**src/rtl/debug_command_fsm_pkg.sv**
```systemverilog
// Shared constants and state encoding for the debug command FSM and its helpers.
package debug_command_fsm_pkg;

    localparam int unsigned DefUartBits        = 8;
    localparam int unsigned DefInstructionBits = 32;
    localparam int unsigned DefInstAddrsBits   = 8;

    localparam logic [7:0] CmdLoadDef  = 8'h4C;  // 'L'
    localparam logic [7:0] CmdRunDef   = 8'h43;  // 'C'
    localparam logic [7:0] CmdStepDef  = 8'h53;  // 'S'
    localparam logic [7:0] CmdResetDef = 8'h52;  // 'R'

    // Encoding is visible on o_state (LEDs), so keep the numbering stable.
    typedef enum logic [3:0] {
        StIdle      = 4'd0,
        StLoadCount = 4'd1,
        StLoadByte  = 4'd2,
        StWriteInst = 4'd3,
        StRun       = 4'd4,
        StStep      = 4'd5,
        StProcReset = 4'd6,
        StSendStart = 4'd7,
        StWaitSend  = 4'd8
    } state_e;

endpackage

```
**src/rtl/debug_command_fsm_uart_word_assembler.sv**
```systemverilog
// Packs consecutive UART bytes MSB-first into one word; pulses o_word_valid on the last byte.
module uart_word_assembler #(
    parameter int unsigned UART_BITS = 8,
    parameter int unsigned WORD_BITS = 32
) (
    input  logic                 clk,
    input  logic                 rst,
    input  logic                 i_clear,
    input  logic                 i_valid,
    input  logic [UART_BITS-1:0] i_byte,
    output logic [WORD_BITS-1:0] o_word,
    output logic                 o_word_valid
);

    localparam int unsigned NumBytes = WORD_BITS / UART_BITS;
    localparam int unsigned CntW     = (NumBytes > 1) ? $clog2(NumBytes) : 1;

    logic [WORD_BITS-1:0] word_q, word_d;
    logic [CntW-1:0]      cnt_q, cnt_d;
    logic                 last_byte;

    assign last_byte = (cnt_q == CntW'(NumBytes - 1));

    // Shift in a byte and advance the byte counter, wrapping after a full word.
    always_comb begin
        word_d = word_q;
        cnt_d  = cnt_q;
        if (i_clear) begin
            cnt_d = '0;
        end else if (i_valid) begin
            word_d = {word_q[WORD_BITS-UART_BITS-1:0], i_byte};
            cnt_d  = last_byte ? '0 : cnt_q + 1'b1;
        end
    end

    // Word and counter registers.
    always_ff @(posedge clk) begin
        if (rst) begin
            word_q <= '0;
            cnt_q  <= '0;
        end else begin
            word_q <= word_d;
            cnt_q  <= cnt_d;
        end
    end

    assign o_word       = word_q;
    assign o_word_valid = i_valid && !i_clear && last_byte;

endmodule

```
**src/rtl/debug_command_fsm.sv**
```systemverilog
// Decodes UART command bytes: loads program words, runs/steps/resets the core, triggers dumps.
module debug_command_fsm
    import debug_command_fsm_pkg::*;
#(
    parameter int unsigned          UART_BITS        = DefUartBits,
    parameter int unsigned          INSTRUCTION_BITS = DefInstructionBits,
    parameter int unsigned          INST_ADDRS_BITS  = DefInstAddrsBits,
    parameter logic [UART_BITS-1:0] CMD_LOAD         = CmdLoadDef,
    parameter logic [UART_BITS-1:0] CMD_RUN          = CmdRunDef,
    parameter logic [UART_BITS-1:0] CMD_STEP         = CmdStepDef,
    parameter logic [UART_BITS-1:0] CMD_RESET        = CmdResetDef
) (
    input  logic                        clk,
    input  logic                        rst,
    input  logic                        i_rx_done,
    input  logic [UART_BITS-1:0]        i_rx_data,
    input  logic                        i_halt,
    input  logic                        i_send_done,
    output logic                        o_inst_wr_en,
    output logic [INST_ADDRS_BITS-1:0]  o_inst_wr_addr,
    output logic [INSTRUCTION_BITS-1:0] o_inst_wr_data,
    output logic                        o_proc_enable,
    output logic                        o_proc_reset,
    output logic                        o_send_start,
    output logic                        o_program_loaded,
    output logic [3:0]                  o_state
);

    state_e                     state_q, state_d;
    logic [INST_ADDRS_BITS-1:0] addr_q, addr_d;
    logic [UART_BITS-1:0]       count_q, count_d;
    logic                       loaded_q, loaded_d;
    logic                       word_valid;
    logic [INSTRUCTION_BITS-1:0] word;

    // Only bytes received while collecting a word reach the assembler.
    uart_word_assembler #(
        .UART_BITS (UART_BITS),
        .WORD_BITS (INSTRUCTION_BITS)
    ) u_word_assembler (
        .clk          (clk),
        .rst          (rst),
        .i_clear      (state_q == StIdle),
        .i_valid      (i_rx_done && (state_q == StLoadByte)),
        .i_byte       (i_rx_data),
        .o_word       (word),
        .o_word_valid (word_valid)
    );

    // Next-state, load address, remaining-word count and program-present flag.
    always_comb begin
        state_d  = state_q;
        addr_d   = addr_q;
        count_d  = count_q;
        loaded_d = loaded_q;
        unique case (state_q)
            StIdle: begin
                if (i_rx_done) begin
                    if (i_rx_data == CMD_LOAD) begin
                        state_d  = StLoadCount;
                        loaded_d = 1'b0;
                        addr_d   = '0;
                    end else if (i_rx_data == CMD_RUN && loaded_q) begin
                        state_d = StRun;
                    end else if (i_rx_data == CMD_STEP && loaded_q) begin
                        state_d = StStep;
                    end else if (i_rx_data == CMD_RESET) begin
                        state_d = StProcReset;
                    end
                end
            end
            StLoadCount: begin
                if (i_rx_done) begin
                    if (i_rx_data == '0) begin
                        state_d  = StIdle;
                        loaded_d = 1'b1;
                    end else begin
                        count_d = i_rx_data;
                        state_d = StLoadByte;
                    end
                end
            end
            StLoadByte: begin
                if (word_valid) state_d = StWriteInst;
            end
            StWriteInst: begin
                addr_d  = addr_q + 1'b1;
                count_d = count_q - 1'b1;
                if (count_q == UART_BITS'(1)) begin
                    state_d  = StIdle;
                    loaded_d = 1'b1;
                end else begin
                    state_d = StLoadByte;
                end
            end
            // A byte arriving in the halt cycle is simply never looked at.
            StRun: begin
                if (i_halt) state_d = StSendStart;
            end
            StStep:      state_d = StSendStart;
            StProcReset: state_d = StIdle;
            StSendStart: state_d = StWaitSend;
            StWaitSend: begin
                if (i_send_done) state_d = StIdle;
            end
            default:     state_d = StIdle;
        endcase
    end

    // State registers with synchronous reset.
    always_ff @(posedge clk) begin
        if (rst) begin
            state_q  <= StIdle;
            addr_q   <= '0;
            count_q  <= '0;
            loaded_q <= 1'b0;
        end else begin
            state_q  <= state_d;
            addr_q   <= addr_d;
            count_q  <= count_d;
            loaded_q <= loaded_d;
        end
    end

    assign o_inst_wr_en     = (state_q == StWriteInst);
    assign o_inst_wr_addr   = addr_q;
    assign o_inst_wr_data   = word;
    // Gated by halt directly so the core never gets an extra cycle after HALT.
    assign o_proc_enable    = ((state_q == StRun) || (state_q == StStep)) && !i_halt;
    assign o_proc_reset     = (state_q == StProcReset);
    assign o_send_start     = (state_q == StSendStart);
    assign o_program_loaded = loaded_q;
    assign o_state          = state_q;

endmodule
```
**config.mk**
```make
export PLATFORM = sky130hd
export DESIGN_NAME = debug_command_fsm
export DESIGN_NICKNAME = d
export VERILOG_FILES = /design/src/rtl/debug_command_fsm_pkg.sv /design/src/rtl/debug_command_fsm_uart_word_assembler.sv /design/src/rtl/debug_command_fsm.sv
export SDC_FILE = /design/constraint.sdc
export NUM_CORES = 1
export LEC_CHECK = 0
export BUFFER_PORTS_ARGS = -buffer_cell sky130_fd_sc_hd__buf_2
export CORE_MARGIN = 2
export CORE_UTILIZATION = 30
export DETAILED_ROUTE_END_ITERATION = 7
export SETUP_SLACK_MARGIN = 0.5
export SLEW_MARGIN = 20
export SYNTH_ARGS = -nofsm -noshare
export SYNTH_HDL_FRONTEND = slang
export SYNTH_SLANG_ARGS = --single-unit
```
**constraint.sdc**
```tcl
create_clock -name clk -period 3.69 [get_ports clk]
set_input_delay 0.1845 -clock clk [delete_from_list [all_inputs] [get_ports clk]]
set_output_delay 0.1845 -clock clk [all_outputs]
set_load 0.01 [all_outputs]
```
==> impl_table.tex <==
\begin{tabular}{lr}
\hline
Metric & Value \\
\hline
\multicolumn{2}{l}{\textbf{GRT}} \\
\quad Leftover overflow at the end of global routing & 0 \\
\quad Number of global-route vias before repair & 2123 \\
\quad GR peak layer & met2 \\
\quad Fraction of met2 tracks used by global routing & 20.30\% \\
\quad Total routing resource utilization after global routing & 13.36\% \\
\quad First-pass GRT wire length & 10.57 mm \\
\quad Antenna violations before repair & 0 \\
\quad Met1 Track Usage GR & 19.32\% \\
\quad Global Route met3 Usage & 2.734\% \\
\quad Largest net degree at the start of global routing & 51 \\
\multicolumn{2}{l}{\textbf{Drt}} \\
\quad Number of antenna-violating nets in the routed design & 0 \\
\quad WL per Instance & 13.44 µm \\
\quad Final Routed Wirelength & 6.450 mm \\
\quad Number of vias per cell & 4.981 \\
\quad Router iterations before antenna repair & 4 \\
\quad DRC & 0 \\
\quad Total via count in the routed design & 2391 \\
\quad Drt first-iter violations & 204 \\
\multicolumn{2}{l}{\textbf{Clocking}} \\
\quad TritonCTS clock tree & built \\
\quad Clock latency on the worst-skew pair & 300 ps \\
\quad Number of buffers created by CTS & 5 \\
\quad Number of hold buffers added after cts & 0 \\
\quad Root cell of the clock tree & sky130\_fd\_sc\_hd\_\_clkbuf\_8 \\
\quad Maximum root-to-sink buffer count & 2 \\
\quad Clock slew at reported path FFs & 100 ps \\
\quad H-tree levels & 2 \\
\quad Post-CTS Setup Inserts & 0 \\
\quad Number of cells upsized or downsized after cts & 0 \\
\quad Total number of clock tree sinks & 55 \\
\multicolumn{2}{l}{\textbf{Critical path}} \\
\quad Critical path arrival & 2480 ps \\
\quad Buffers \& Inverters on Critical Path & 0 \\
\quad Element type at the critical path end & flop \\
\quad CP Launch Point & o\_state[1]\$\_SDFFE\_PP0P\_ \\
\quad Element type at the critical path start & flop \\
\quad Data required time at the worst endpoint & 3890 ps \\
\quad Worst path slowest cell & sky130\_fd\_sc\_hd\_\_and4bb\_1 \\
\quad Biggest cell delay along the critical path & 750 ps \\
\quad Family with the most delay on the worst path & simple AND/OR/NAND/NOR gates \\
\quad Worst Path Max Fanout & 18 \\
\quad Crit path cell chain & and4bb\_1 -> a41oi\_4 -> nor4\_2 -> xnor2\_1 -> nor2\_1 \\
\quad Category of the critical setup timing path & flop to flop \\
\quad Reg-to-Reg Start & o\_state[1]\$\_SDFFE\_PP0P\_ \\
\multicolumn{2}{l}{\textbf{Timing}} \\
\quad Worst clock skew & 7.352 ps \\
\quad Number of max-slew violations in the final report & 0 \\
\quad Final hold vios & 0 \\
\quad Fmax & 438.3 MHz \\
\quad Setup TNS & 0 ps \\
\quad Final Cycle Share & 61.83\% \\
\quad Unrepaired setup endpoints after global routing & false \\
\quad Worst Tran Pin Value & 954.7 ps \\
\quad Final setup violation count & 0 \\
\quad Hold\_ws & 163.5 ps \\
\quad Min Tclk post-route & 2282 ps \\
\quad Normalized max-slew margin & 36.36\% \\
\multicolumn{2}{l}{\textbf{Yosys}} \\
\quad Number of synthesized register bits & 55 \\
\quad Share of Yosys cell area claimed by the top area cell type & 42.21\% \\
\quad Async S/R FF share, synth & 0\% \\
\quad Primary flip-flop cell chosen by synthesis mapping & sky130\_fd\_sc\_hd\_\_dfxtp\_1 \\
\quad Post-synth EDFFs & 0 \\
\quad Synth Net Count & 338 \\
\quad Synthesis warning total & 0 \\
\quad Sequential-to-total area share from yosys stat & 42.21\% \\
\quad Top cell type by total area after synthesis & sky130\_fd\_sc\_hd\_\_dfxtp\_1 \\
\quad Top cells by count, synth & 78 x sky130\_fd\_sc\_hd\_\_nand2\_1, 55 x sky130\_fd\_sc\_hd\_\_dfxtp\_1, 46 x sky130\_fd\_sc\_hd\_\_a21oi\_1 \\
\quad Syn avg cell area & 8.127 µm² \\
\quad Most used standard cell by instance count after synthesis & sky130\_fd\_sc\_hd\_\_nand2\_1 \\
\quad Cell area after synthesis & 2609 µm² \\
\quad Top cells by area in the synthesized netlist & sky130\_fd\_sc\_hd\_\_dfxtp\_1 42\%, sky130\_fd\_sc\_hd\_\_nand2\_1 11\%, sky130\_fd\_sc\_hd\_\_a21oi\_1 8.8\% \\
\quad Distinct cell type count of the synthesized netlist & 46 \\
\quad Cells after Synth & 321 \\
\multicolumn{2}{l}{\textbf{Pwr}} \\
\quad Power share of the sequential group & 48.5\% \\
\quad Worst IR Drop VDD & 0.0001867 V \\
\quad Total power divided by cell area & 439.7 nW/µm² \\
\quad Portion of total power attributed to the clock network & 31.3\% \\
\quad Leakage & 0.001181 µW \\
\quad Sw power & 416.1 µW \\
\quad Total internal power & 943.4 µW \\
\quad Switching share of power & 30.61\% \\
\quad Combinational Power Share & 20.2\% \\
\multicolumn{2}{l}{\textbf{Floorplan}} \\
\quad Standard cell core area & 8593 µm² \\
\quad Cell Rows & 34 \\
\quad Initial core utilization & 30.36\% \\
\quad I/O pin count & 62 \\
\quad Die extent in y & 97.25 µm \\
\quad Chip Width & 97.25 µm \\
\quad Die Footprint & 9458 µm² \\
\multicolumn{2}{l}{\textbf{Layout}} \\
\quad Final-layout fill cell count & 951 \\
\quad Number of nets in the layout & 388 \\
\quad Layout cell share with drive strength beyond 1 & 23.12\% \\
\quad Area Overhead vs Synth & 18.51\% \\
\quad \# diodes & 0 \\
\multicolumn{2}{l}{\textbf{Hold path}} \\
\quad Hold path start & i\_rx\_data[3] \\
\quad Hold/Removal Path Class & input pin to flop \\
\multicolumn{2}{l}{\textbf{Outcome}} \\
\quad Result of the run & completed \\
\multicolumn{2}{l}{\textbf{Job}} \\
\quad Max-cap viol count & 0 \\
\multicolumn{2}{l}{\textbf{Place}} \\
\quad Last weighted congestion value of the routability-driven placer & 0.8343 \\
\quad Buffers added on ports & 61 \\
\quad Half-perimeter wire length after placement & 4.451 mm \\
\hline
\end{tabular}
[power by group through the flow]
stage	logic [µW]	clock network [µW]	registers, µW
finish	275	425	659
floorplan	214	0	657
detailed placement	275	0	672
CTS	277	442	658
global placement	274	0	671
global route	299	464	665
[per-stage QoR]
step | instance area, µm² | total power [µW] | utilization [%] | setup slack, ps | instances
2_1_floorplan | 2609 | 871.5 | - | 2018 | 321
3_3_place_gp | 2969 | 945.2 | 34.55 | 1407 | 472
3_5_place_dp | 2969 | 947.0 | 34.55 | 1366 | 472
4_1_cts | 3090 | 1377 | 35.96 | 1352 | 480
5_1_grt | 3092 | 1428 | 35.98 | 1211 | 480
6_report | 3092 | 1359 | 35.98 | 1408 | 480
[per-layer routing]
metal  up-vias  part of all wire, %
met1      1127                   50
met5         -                    0
met4         0                 0.93
met3         4                  3.3
li1       1219                    -
met2        41                   45
[worst register-to-register path, stage by stage (launching register included)]
cell and delay (ps):
sky130_fd_sc_hd__dfxtp_1 700, sky130_fd_sc_hd__and4bb_1 750, sky130_fd_sc_hd__a41oi_4 160, sky130_fd_sc_hd__nor4_2 360, sky130_fd_sc_hd__xnor2_1 150, sky130_fd_sc_hd__nor2_1 60
[state kept, by name (all words and copies together), names as in the netlist]
name,count
o_inst_wr_addr,8
u_word_assembler.cnt_q,2
o_program_loaded,1
u_word_assembler.o_word,32
count_q,8
o_state,4
[cell families (layout without fill, tap and decap cells)]
kind of cell / after synthesis / count (layout) / synth area share, %
and+or+nand+nor: 150 / 150 / 29.11
adders and majority gates: 4 / 4 / 1.919
AOI/OAI and AO/OA: 75 / 75 / 18.37
DFF: 55 / 55 / 42.21
buffers and inverters: 25 / 76 / 4.220
xor gates and xnor gates: 9 / 9 / 3.022
muxes: 3 / 3 / 1.151
[placed cells by master (no fill, tap or decap), types with 6 or more instances in the layout]
cell,n
sky130_fd_sc_hd__xnor2_1,8
sky130_fd_sc_hd__dfxtp_1,55
sky130_fd_sc_hd__a21oi_1,46
sky130_fd_sc_hd__inv_1,6
sky130_fd_sc_hd__nand3_1,8
sky130_fd_sc_hd__clkbuf_8,6
sky130_fd_sc_hd__nand2_1,78
sky130_fd_sc_hd__nor3_1,9
sky130_fd_sc_hd__nor2_1,22
sky130_fd_sc_hd__a211oi_1,6
sky130_fd_sc_hd__buf_2,61
sky130_fd_sc_hd__o21ai_0,7
[area by class of cell]
class	count	area [µm²]	area share (%)
Clock buffer	6	82.58	2.671
Clock inverter	2	38.79	1.255
Inverter	6	22.52	0.7284
Multi-Input combinational cell	241	1399	45.24
Sequential cell	55	1101	35.61
Tap cell	108	135.1	4.371
Timing Repair Buffer	62	312.8	10.12
[worst paths after layout]
| kind | endpoint | cells past startpoint | slack, ps |
|---|---|---|---|
| max reg2reg | o_inst_wr_addr[5]$_SDFFE_PP0P_ | 5 | 1410 |
| max | o_inst_wr_addr[5]$_SDFFE_PP0P_ | 5 | 1410 |
| min | u_word_assembler.o_word[3]$_SDFFE_PP0N_ | 3 | 160 |
| min reg2reg | u_word_assembler.o_word[31]$_SDFFE_PP0N_ | 2 | 450 |
Note: power is estimated with default switching activity, not from simulation.
